--- src/rtl/mmio_mailbox_pkg.sv ---
// Shared definitions for the MMIO mailbox: register offsets, STATUS layout
// and the default window base address.
package mmio_mailbox_pkg;

  localparam logic [31:0] DEFAULT_BASE = 32'h0000_1000;

  // Word offsets inside the 16-byte window, selected by mem_addr[3:2].
  typedef enum logic [1:0] {
    OFF_DATA   = 2'd0,
    OFF_STATUS = 2'd1,
    OFF_HALT   = 2'd2,
    OFF_RSVD   = 2'd3
  } offset_e;

  // STATUS register bit positions.
  localparam int ST_EMPTY     = 0;
  localparam int ST_FULL      = 1;
  localparam int ST_HALTED    = 2;
  localparam int ST_OVERFLOW  = 3;
  localparam int ST_COUNT_LSB = 8;
  localparam int ST_COUNT_W   = 8;

  typedef struct packed {
    logic       empty;
    logic       full;
    logic       halted;
    logic       overflow;
    logic [7:0] count;
  } status_t;

  // Places the status fields at their architectural bit positions.
  function automatic logic [31:0] pack_status(input status_t s);
    logic [31:0] w;
    w                                = '0;
    w[ST_EMPTY]                      = s.empty;
    w[ST_FULL]                       = s.full;
    w[ST_HALTED]                     = s.halted;
    w[ST_OVERFLOW]                   = s.overflow;
    w[ST_COUNT_LSB +: ST_COUNT_W]    = s.count;
    return w;
  endfunction

endpackage

--- src/rtl/sync_fifo.sv ---
// Single-clock FIFO with power-of-two depth. A push on a full FIFO is
// accepted only when a pop happens in the same cycle; head_data reads as
// zero while the FIFO is empty.
module sync_fifo
  import mmio_mailbox_pkg::*;
#(
  parameter int DEPTH = 8,
  parameter int WIDTH = 32
) (
  input  logic                     clk,
  input  logic                     rst_n,
  input  logic                     push,
  input  logic [WIDTH-1:0]         push_data,
  input  logic                     pop,
  output logic [WIDTH-1:0]         head_data,
  output logic                     full,
  output logic                     empty,
  output logic [$clog2(DEPTH):0]   count
);

  localparam int            AW         = $clog2(DEPTH);
  localparam logic [AW:0]   FULL_COUNT = (AW+1)'(DEPTH);

  logic [WIDTH-1:0] mem [DEPTH];
  logic [AW-1:0]    wr_ptr;
  logic [AW-1:0]    rd_ptr;
  logic             do_push;
  logic             do_pop;

  assign empty     = (count == '0);
  assign full      = (count == FULL_COUNT);
  assign do_pop    = pop & ~empty;
  // Full FIFO still takes the word when the head leaves in the same cycle.
  assign do_push   = push & (~full | do_pop);
  assign head_data = empty ? '0 : mem[rd_ptr];

  // Storage write port.
  // NOTE: the storage array has no reset; validity is tracked by count, so
  // clearing the RAM would only cost area and block RAM inference.
  always_ff @(posedge clk) begin
    if (do_push) mem[wr_ptr] <= push_data;
  end

  // Pointer and occupancy bookkeeping; pointers wrap naturally at DEPTH.
  // NOTE: state uses non-blocking assignments so every register samples the
  // pre-edge values and the ordering of statements does not matter.
  always_ff @(posedge clk or negedge rst_n) begin
    if (!rst_n) begin
      wr_ptr <= '0;
      rd_ptr <= '0;
      count  <= '0;
    end else begin
      if (do_push) wr_ptr <= wr_ptr + 1'b1;
      if (do_pop)  rd_ptr <= rd_ptr + 1'b1;
      case ({do_push, do_pop})
        2'b10:   count <= count + 1'b1;
        2'b01:   count <= count - 1'b1;
        default: count <= count;
      endcase
    end
  end

endmodule

--- src/rtl/mmio_mailbox.sv ---
// Memory-mapped mailbox beside data memory: DATA stores are queued and
// streamed out over valid/ready, HALT latches a sticky completion flag and
// code, STATUS exposes FIFO occupancy and flags.
module mmio_mailbox
  import mmio_mailbox_pkg::*;
#(
  parameter logic [31:0] BASE  = DEFAULT_BASE,
  parameter int          DEPTH = 8
) (
  input  logic        clk,
  input  logic        rst_n,
  input  logic        mem_we,
  input  logic [31:0] mem_addr,
  input  logic [31:0] mem_wdata,
  output logic        hit,
  output logic [31:0] mem_rdata,
  output logic        out_valid,
  output logic [31:0] out_data,
  input  logic        out_ready,
  output logic        halted,
  output logic [31:0] halt_code
);

  localparam int AW = $clog2(DEPTH);

  offset_e       offset;
  logic          data_wr;
  logic          halt_wr;
  logic          push_req;
  logic          pop_req;
  logic          fifo_full;
  logic          fifo_empty;
  logic [AW:0]   fifo_count;
  logic          overflow;
  status_t       status;
  logic          unused_addr_bits;

  // Byte lanes inside a word are irrelevant: only word stores exist.
  assign unused_addr_bits = ^mem_addr[1:0];

  assign offset   = offset_e'(mem_addr[3:2]);
  assign hit      = (mem_addr[31:4] == BASE[31:4]);
  assign data_wr  = hit & mem_we & (offset == OFF_DATA);
  assign halt_wr  = hit & mem_we & (offset == OFF_HALT);
  // After halt the DATA register is dead: no push and no overflow.
  assign push_req = data_wr & ~halted;
  assign pop_req  = out_valid & out_ready;

  // out_valid follows the asynchronously reset count, so a reset flushes the
  // stream immediately rather than at the next edge.
  assign out_valid = ~fifo_empty;

  sync_fifo #(
    .DEPTH (DEPTH),
    .WIDTH (32)
  ) u_fifo (
    .clk       (clk),
    .rst_n     (rst_n),
    .push      (push_req),
    .push_data (mem_wdata),
    .pop       (pop_req),
    .head_data (out_data),
    .full      (fifo_full),
    .empty     (fifo_empty),
    .count     (fifo_count)
  );

  // Sticky halt flag/code and the sticky overflow flag.
  always_ff @(posedge clk or negedge rst_n) begin
    if (!rst_n) begin
      halted    <= 1'b0;
      halt_code <= '0;
      overflow  <= 1'b0;
    end else begin
      if (halt_wr) begin
        halted    <= 1'b1;
        halt_code <= mem_wdata;
      end
      if (push_req & fifo_full & ~pop_req) overflow <= 1'b1;
    end
  end

  // Register read mux; reads have no side effects.
  // NOTE: every output of a combinational block gets a default first, so no
  // path through the case can leave it unassigned and infer a latch.
  always_comb begin
    status          = '0;
    status.empty    = fifo_empty;
    status.full     = fifo_full;
    status.halted   = halted;
    status.overflow = overflow;
    status.count    = 8'(fifo_count);
    mem_rdata       = '0;
    if (hit) begin
      case (offset)
        OFF_STATUS: mem_rdata = pack_status(status);
        OFF_HALT:   mem_rdata = halt_code;
        default:    mem_rdata = '0;
      endcase
    end
  end

endmodule

--- config.mk ---
export PLATFORM = sky130hd
export DESIGN_NAME = mmio_mailbox
export DESIGN_NICKNAME = d
export VERILOG_FILES = /design/src/rtl/mmio_mailbox_pkg.sv /design/src/rtl/sync_fifo.sv /design/src/rtl/mmio_mailbox.sv
export SDC_FILE = /design/constraint.sdc
export NUM_CORES = 1
export LEC_CHECK = 0
export BUFFER_PORTS_ARGS = -buffer_cell sky130_fd_sc_hd__buf_4
export CAP_MARGIN = 20
export CORE_MARGIN = 5
export CORE_UTILIZATION = 45
export DETAILED_ROUTE_END_ITERATION = 16
export GPL_TIMING_DRIVEN = 0
export PLACE_DENSITY_LB_ADDON = 0.12
export SETUP_SLACK_MARGIN = 0.1
export SYNTH_ARGS = -nofsm -noshare
export SYNTH_HDL_FRONTEND = slang
export SYNTH_SLANG_ARGS = --single-unit
--- constraint.sdc ---
create_clock -name clk -period 6.3 [get_ports clk]
set_input_delay 1.575 -clock clk [delete_from_list [all_inputs] [get_ports clk]]
set_output_delay 1.575 -clock clk [all_outputs]
set_load 0.1 [all_outputs]
-- Word-level counts from Yosys, hierarchy flattened
Memory sizes are Yosys's and may differ from the RTL's.
Cells that the tools add are included.
- memories kept: 1
- bits of input ports: 68
- RAM bits: 256
- latch bits: 0
- bits in registers: 44
- word-level logic and storage cells: 40
- memory bits (read-only): 0
- memories (name ; words ; bits a word ; rd ports ; clocked after Yosys merged registers in ; write ports ; line ; RTL):
    u_fifo.mem ; 8 ; 32 ; 1 ; 0 ; 1 ; sync_fifo.sv:24 ; logic [WIDTH-1:0] mem [DEPTH];
- equality and inequality tests: 6
- reduce and logical (&&, ||, !) cells: 3
- mux-type cells: 6
- div/mod/pow operators: 0
- magnitude comparators: 0
- shift operators: 0
- multipliers: 0
- bitwise gates (word level): 14
- add/sub/neg operators: 4
- operators with widths (operator ; count):
    $mux W32 ; 2
    $pmux W32 S2 ; 1
    $eq A28 B9 Y1 const B ; 1
    $and A1 B1 Y1 ; 9
    $pmux W4 S2 ; 1
    $add A3 B1 Y3 const B ; 2
    $add A4 B1 Y4 const B ; 1
    $eq A2 B1 Y1 const B ; 2
    $eq A2 B2 Y1 const B ; 2
    $eq A4 B4 Y1 const B ; 1
    $logic_not A4 Y1 ; 1
    $not A1 Y1 ; 4
    $sub A4 B1 Y4 const B ; 1
    $logic_not A2 Y1 ; 1
    $mux W1 ; 2
    $reduce_bool A2 Y1 ; 1
    $or A1 B1 Y1 ; 1

-- Depth between registers and ports, before layout
- depth after elaboration: 8
- depth in mapped cells: 10
- mapped depth without buffers: 10

-- By module
From an unflattened synthesis, not the netlist that was laid out.
- cell total of the unflattened synthesis: 629
- area, all modules: 12253.0 µm²
- by module, submodules not included (module ; cells an instance ; area each (µm²) ; sequential area each (µm²) ; instances):
    sync_fifo ; 490 ; 10455.0 ; 7937.6 ; 1
    mmio_mailbox ; 139 ; 1798.0 ; 850.8 ; 1

-- Worst setup path before layout
Ideal clock, no wire load.
- path kind: input to register
- start point: input port mem_addr[27]
- end point: memory u_fifo.mem[2][0], enable pin
- arrival time: 6247 ps
- setup slack: -460 ps
- required time: 5787 ps
- setup time: 513 ps
- buffers on the path: 0
- stages on the path: 4
- cell sequence: or4_4 nor4_4 nand2_4 nor4b_1
- longest elaborated chain between the ends: 7
- RTL lines (element ; line ; RTL):
    start: declaration ; mmio_mailbox.sv:13 ; input logic [31:0] mem_addr,
    $eq A28 B9 Y1 ; mmio_mailbox.sv:42 ; assign hit = (mem_addr[31:4] == BASE[31:4]);
    $and A1 B1 Y1 (2 in series) ; mmio_mailbox.sv:43 ; assign data_wr = hit & mem_we & (offset == OFF_DATA);
    $and A1 B1 Y1 ; mmio_mailbox.sv:46 ; assign push_req = data_wr & ~halted;
    $and A1 B1 Y1 ; sync_fifo.sv:34 ; assign do_push = push & (~full | do_pop);
    $mux W1 ; sync_fifo.sv:41 ; if (do_push) mem[wr_ptr] <= push_data;
    $mux W1 (not written as such) ; sync_fifo.sv:41 ;
    end: declaration ; sync_fifo.sv:24 ;
No other way between the ends.

-- Worst setup path in the final report
- start point: input port mem_addr[5]
- end point: output port mem_rdata[22]
- longest elaborated chain between the ends: 2
- RTL lines (element ; line ; RTL):
    $eq A28 B9 Y1 ; mmio_mailbox.sv:42 ;
    $mux W32 ; mmio_mailbox.sv:94 ; if (hit) begin
    end: declaration ; mmio_mailbox.sv:16 ; output logic [31:0] mem_rdata,
No other way between the ends.

==> results.md <==
- Outcome: completed
- Count of boundary I/O pins: 167
- Clk sinks: 300
- Post-Synth Adder-Cell Area: 0.629%
- Netlist cell types: 36
- Ranking of synthesized cells by area: edfxtp_1, mux4_2, dfrtp_1
- Port buffer count: 164
- Mean Syn Cell Area: 19.9 µm²
- Final Cycle Share: 87.0%
- Simple-gate share of the synthesized area: 4.87%
- Top-count cell post-synth: edfxtp_1
- First-pass GRT wire length: 43.4 mm
- Flops & latches, synth: 300
- DIE HEIGHT: 173 µm
- Worst hold slack: 0.483 ns
- Setup violators final: 0
- Worst Setup Start Kind: primary input
- Largest net degree at the start of global routing: 45
- Syn_nets: 674
- Initial cell density of the core: 45.8%
- Crit Path Category: in2out
- Tmin final: 5.48 ns
- Leak: 5.51 nW
- Final hold violations: 0
- Max FO, Critical Path: 10
- Vias: 6442
- Ys async rst share: 14.7%
- Iteration-0 DRC Markers: 444
- Worst vdd ir: 0.212 mV
- Total setup buffers inserted after CTS: 0
- Multiplexer area fraction after synthesis: 18.1%
- Syn Inst Count: 600
- Register area share after synthesis: 73.7%
- DRC: 0
- Routability cong.: 0.749
- Clock latency at the later pin of the worst-skew pair: 0.54 ns
- Core Util, Final: 57.5%
- Initial antenna violation count: 0
- DIE WIDTH: 173 µm
- CTS resizes: 0
- NumNets Final: 898
- Max Cap Viol: 0
- Mapped Area: 11900 µm²
- Unrepaired setup endpoints after global routing: no
- Slew Limit Fails: 0
- Vias in the first global route: 7077
- Root buf cell: clkbuf_16
- Total design power: 0.00399 W
- Synth top area share: 64.4%
- XOR/XNOR Fraction of Synth Area: 0.587%
- Synth Flop Type: edfxtp_1
- Antenna diodes: 0
- Post-detail-place hpwl: 19.5 mm
- CTS Buffer Depth: 3
- Most frequent CP cell: buf_4
- CP Cell Sequence: buf_4 -> nor4_1 -> nand4_1 -> nor3_4 -> clkbuf_1 -> and3_1 -> buf_4
- Clk slew on worst S/H paths: 0.06 ns
- H-tree levels: 1
- Overall Global Routing Usage: 18.9%
- Inserted Clock Buffers: 30
- Fmax: 182 MHz
- Syn. warnings: 0
- PwrDens: 266 nW/µm²
- EDFF count, synth: 256
- Layout cells sized above 1: 42.6%
- Slew @ Worst Pin: 1.00 ns
- HP Class: reg2reg
- Final wirelength: 28.5 mm
- Slew HR: 33.1%
- Critical Path AT: 3.91 ns
- Commonest cells in the netlist: edfxtp_1, mux4_2, dfrtp_1, nor2_1
- Grt total ovfl: 0
- Critical path's largest stage delay: 0.61 ns
- Core area: 26100 µm²
- Synth Area in Compound Gates: 0.755%
- Yosys top cell by area: edfxtp_1
- CP max-delay cell: nor3_4
- DRT antenna net count: 0
- Post-DR wirelength/cell: 24.1 µm
- Crit path required time: 4.72 ns
- DR vias/cell: 5.45
- Area Growth Syn to Fin: 25.6%
- Layout filler cell count: 1994
- Critical Path Sink Type: output pin
- Cts-stage hold buffer count: 0
- Largest family of logic cells by synthesized area: multiplexers
- CTS tree: built
- Final Skew: 0.0108 ns
- Die area: 29900 µm²
- Row cnt: 59
- Drt pass-1 iters: 4
## per-stage QoR
step / cell area, µm² / worst slack (ns) / instances / TNS [ns]
floorplan: 11900 / 0.404 / 600 / 0
global placement: 13600 / -2.51 / 1099 / -406.41
detailed placement: 14000 / 0.786 / 1126 / 0
CTS: 15000 / 0.781 / 1182 / 0
global route: 15000 / 0.695 / 1183 / 0
finish: 15000 / 0.817 / 1183 / 0
## area by class of cell
class | instances | area (µm²) | area share [%]
buffer | 34 | 146 | 0.977
clock buffer | 37 | 818 | 5.46
clock inverter | 19 | 166 | 1.11
inverter | 4 | 15.0 | 0.100
multi-input combinational | 262 | 3050 | 20.4
sequential | 300 | 8790 | 58.7
tap | 335 | 419 | 2.80
timing repair buffer | 192 | 1570 | 10.5
## worst max-delay path: cells and delay by family
kind | cells | cell delay [ns]
and+or+nand+nor | 4 | 1.42
buffers and inverters | 3 | 0.91
## logic make-up (layout without fill, tap and decap cells)
group | Yosys count | after routing
flops | 300 | 300
simple gates | 104 | 104
compound gates | 12 | 12
xor+xnor | 8 | 8
fa+ha+maj | 6 | 6
mux | 132 | 132
buf+inv | 38 | 286
## state kept, by name, indices dropped and copies added, names as in the netlist
signal         cells
u_fifo.wr_ptr      3
overflow           1
u_fifo.count       4
halted             1
u_fifo.mem       256
halt_code         32
u_fifo.rd_ptr      3
## cells in the final DEF (no fill, tap or decap), drive strengths merged, types with 2 or more instances in the layout
| cell | n |
|---|---|
| and3 | 27 |
| mux2i | 34 |
| nor3b | 2 |
| nor3 | 6 |
| nor2 | 42 |
| dfrtp | 44 |
| nand2 | 7 |
| inv | 4 |
| nand3 | 4 |
| a22oi | 7 |
| xor2 | 3 |
| nor4b | 3 |
| a21oi | 2 |
| mux4 | 64 |
| clkinv | 15 |
| ha | 6 |
| xnor2 | 5 |
| clkbuf | 55 |
| bufinv | 3 |
| edfxtp | 256 |
| mux2 | 34 |
| nor4 | 8 |
| buf | 208 |
## path summary, 6_finish.rpt
check	endpoint	slack, ns	depth (start not counted)	start
max	mem_rdata[22]	0.82	7	mem_addr[5]
min	overflow$_DFFE_PN0P_	0.48	1	overflow$_DFFE_PN0P_
max reg2reg	u_fifo.mem[4][17]$_DFFE_PP_	3.37	6	halted$_DFFE_PN0P_
min reg2reg	overflow$_DFFE_PN0P_	0.48	1	overflow$_DFFE_PN0P_
max in group asynchronous	halt_code[20]$_DFFE_PN0P_	4.70	1	rst_n
min in group asynchronous	overflow$_DFFE_PN0P_	1.10	1	rst_n
## where the power goes
group,internal (W),switching (W)
clock network,0.00104,0.000718
registers,0.00215,0.0000000180
logic,0.0000294,0.0000438
## layer usage
layer / vias up / wire length [µm] / GRT usage, %
met5: - / 0 / 0
met3: 30 / 1590 / 2.95
met2: 222 / 14100 / 31.4
met4: 0 / 420 / 3.80
li1: 2874 / - / -
met1: 3316 / 12400 / 27.1
(Power assumes the default switching activity.)
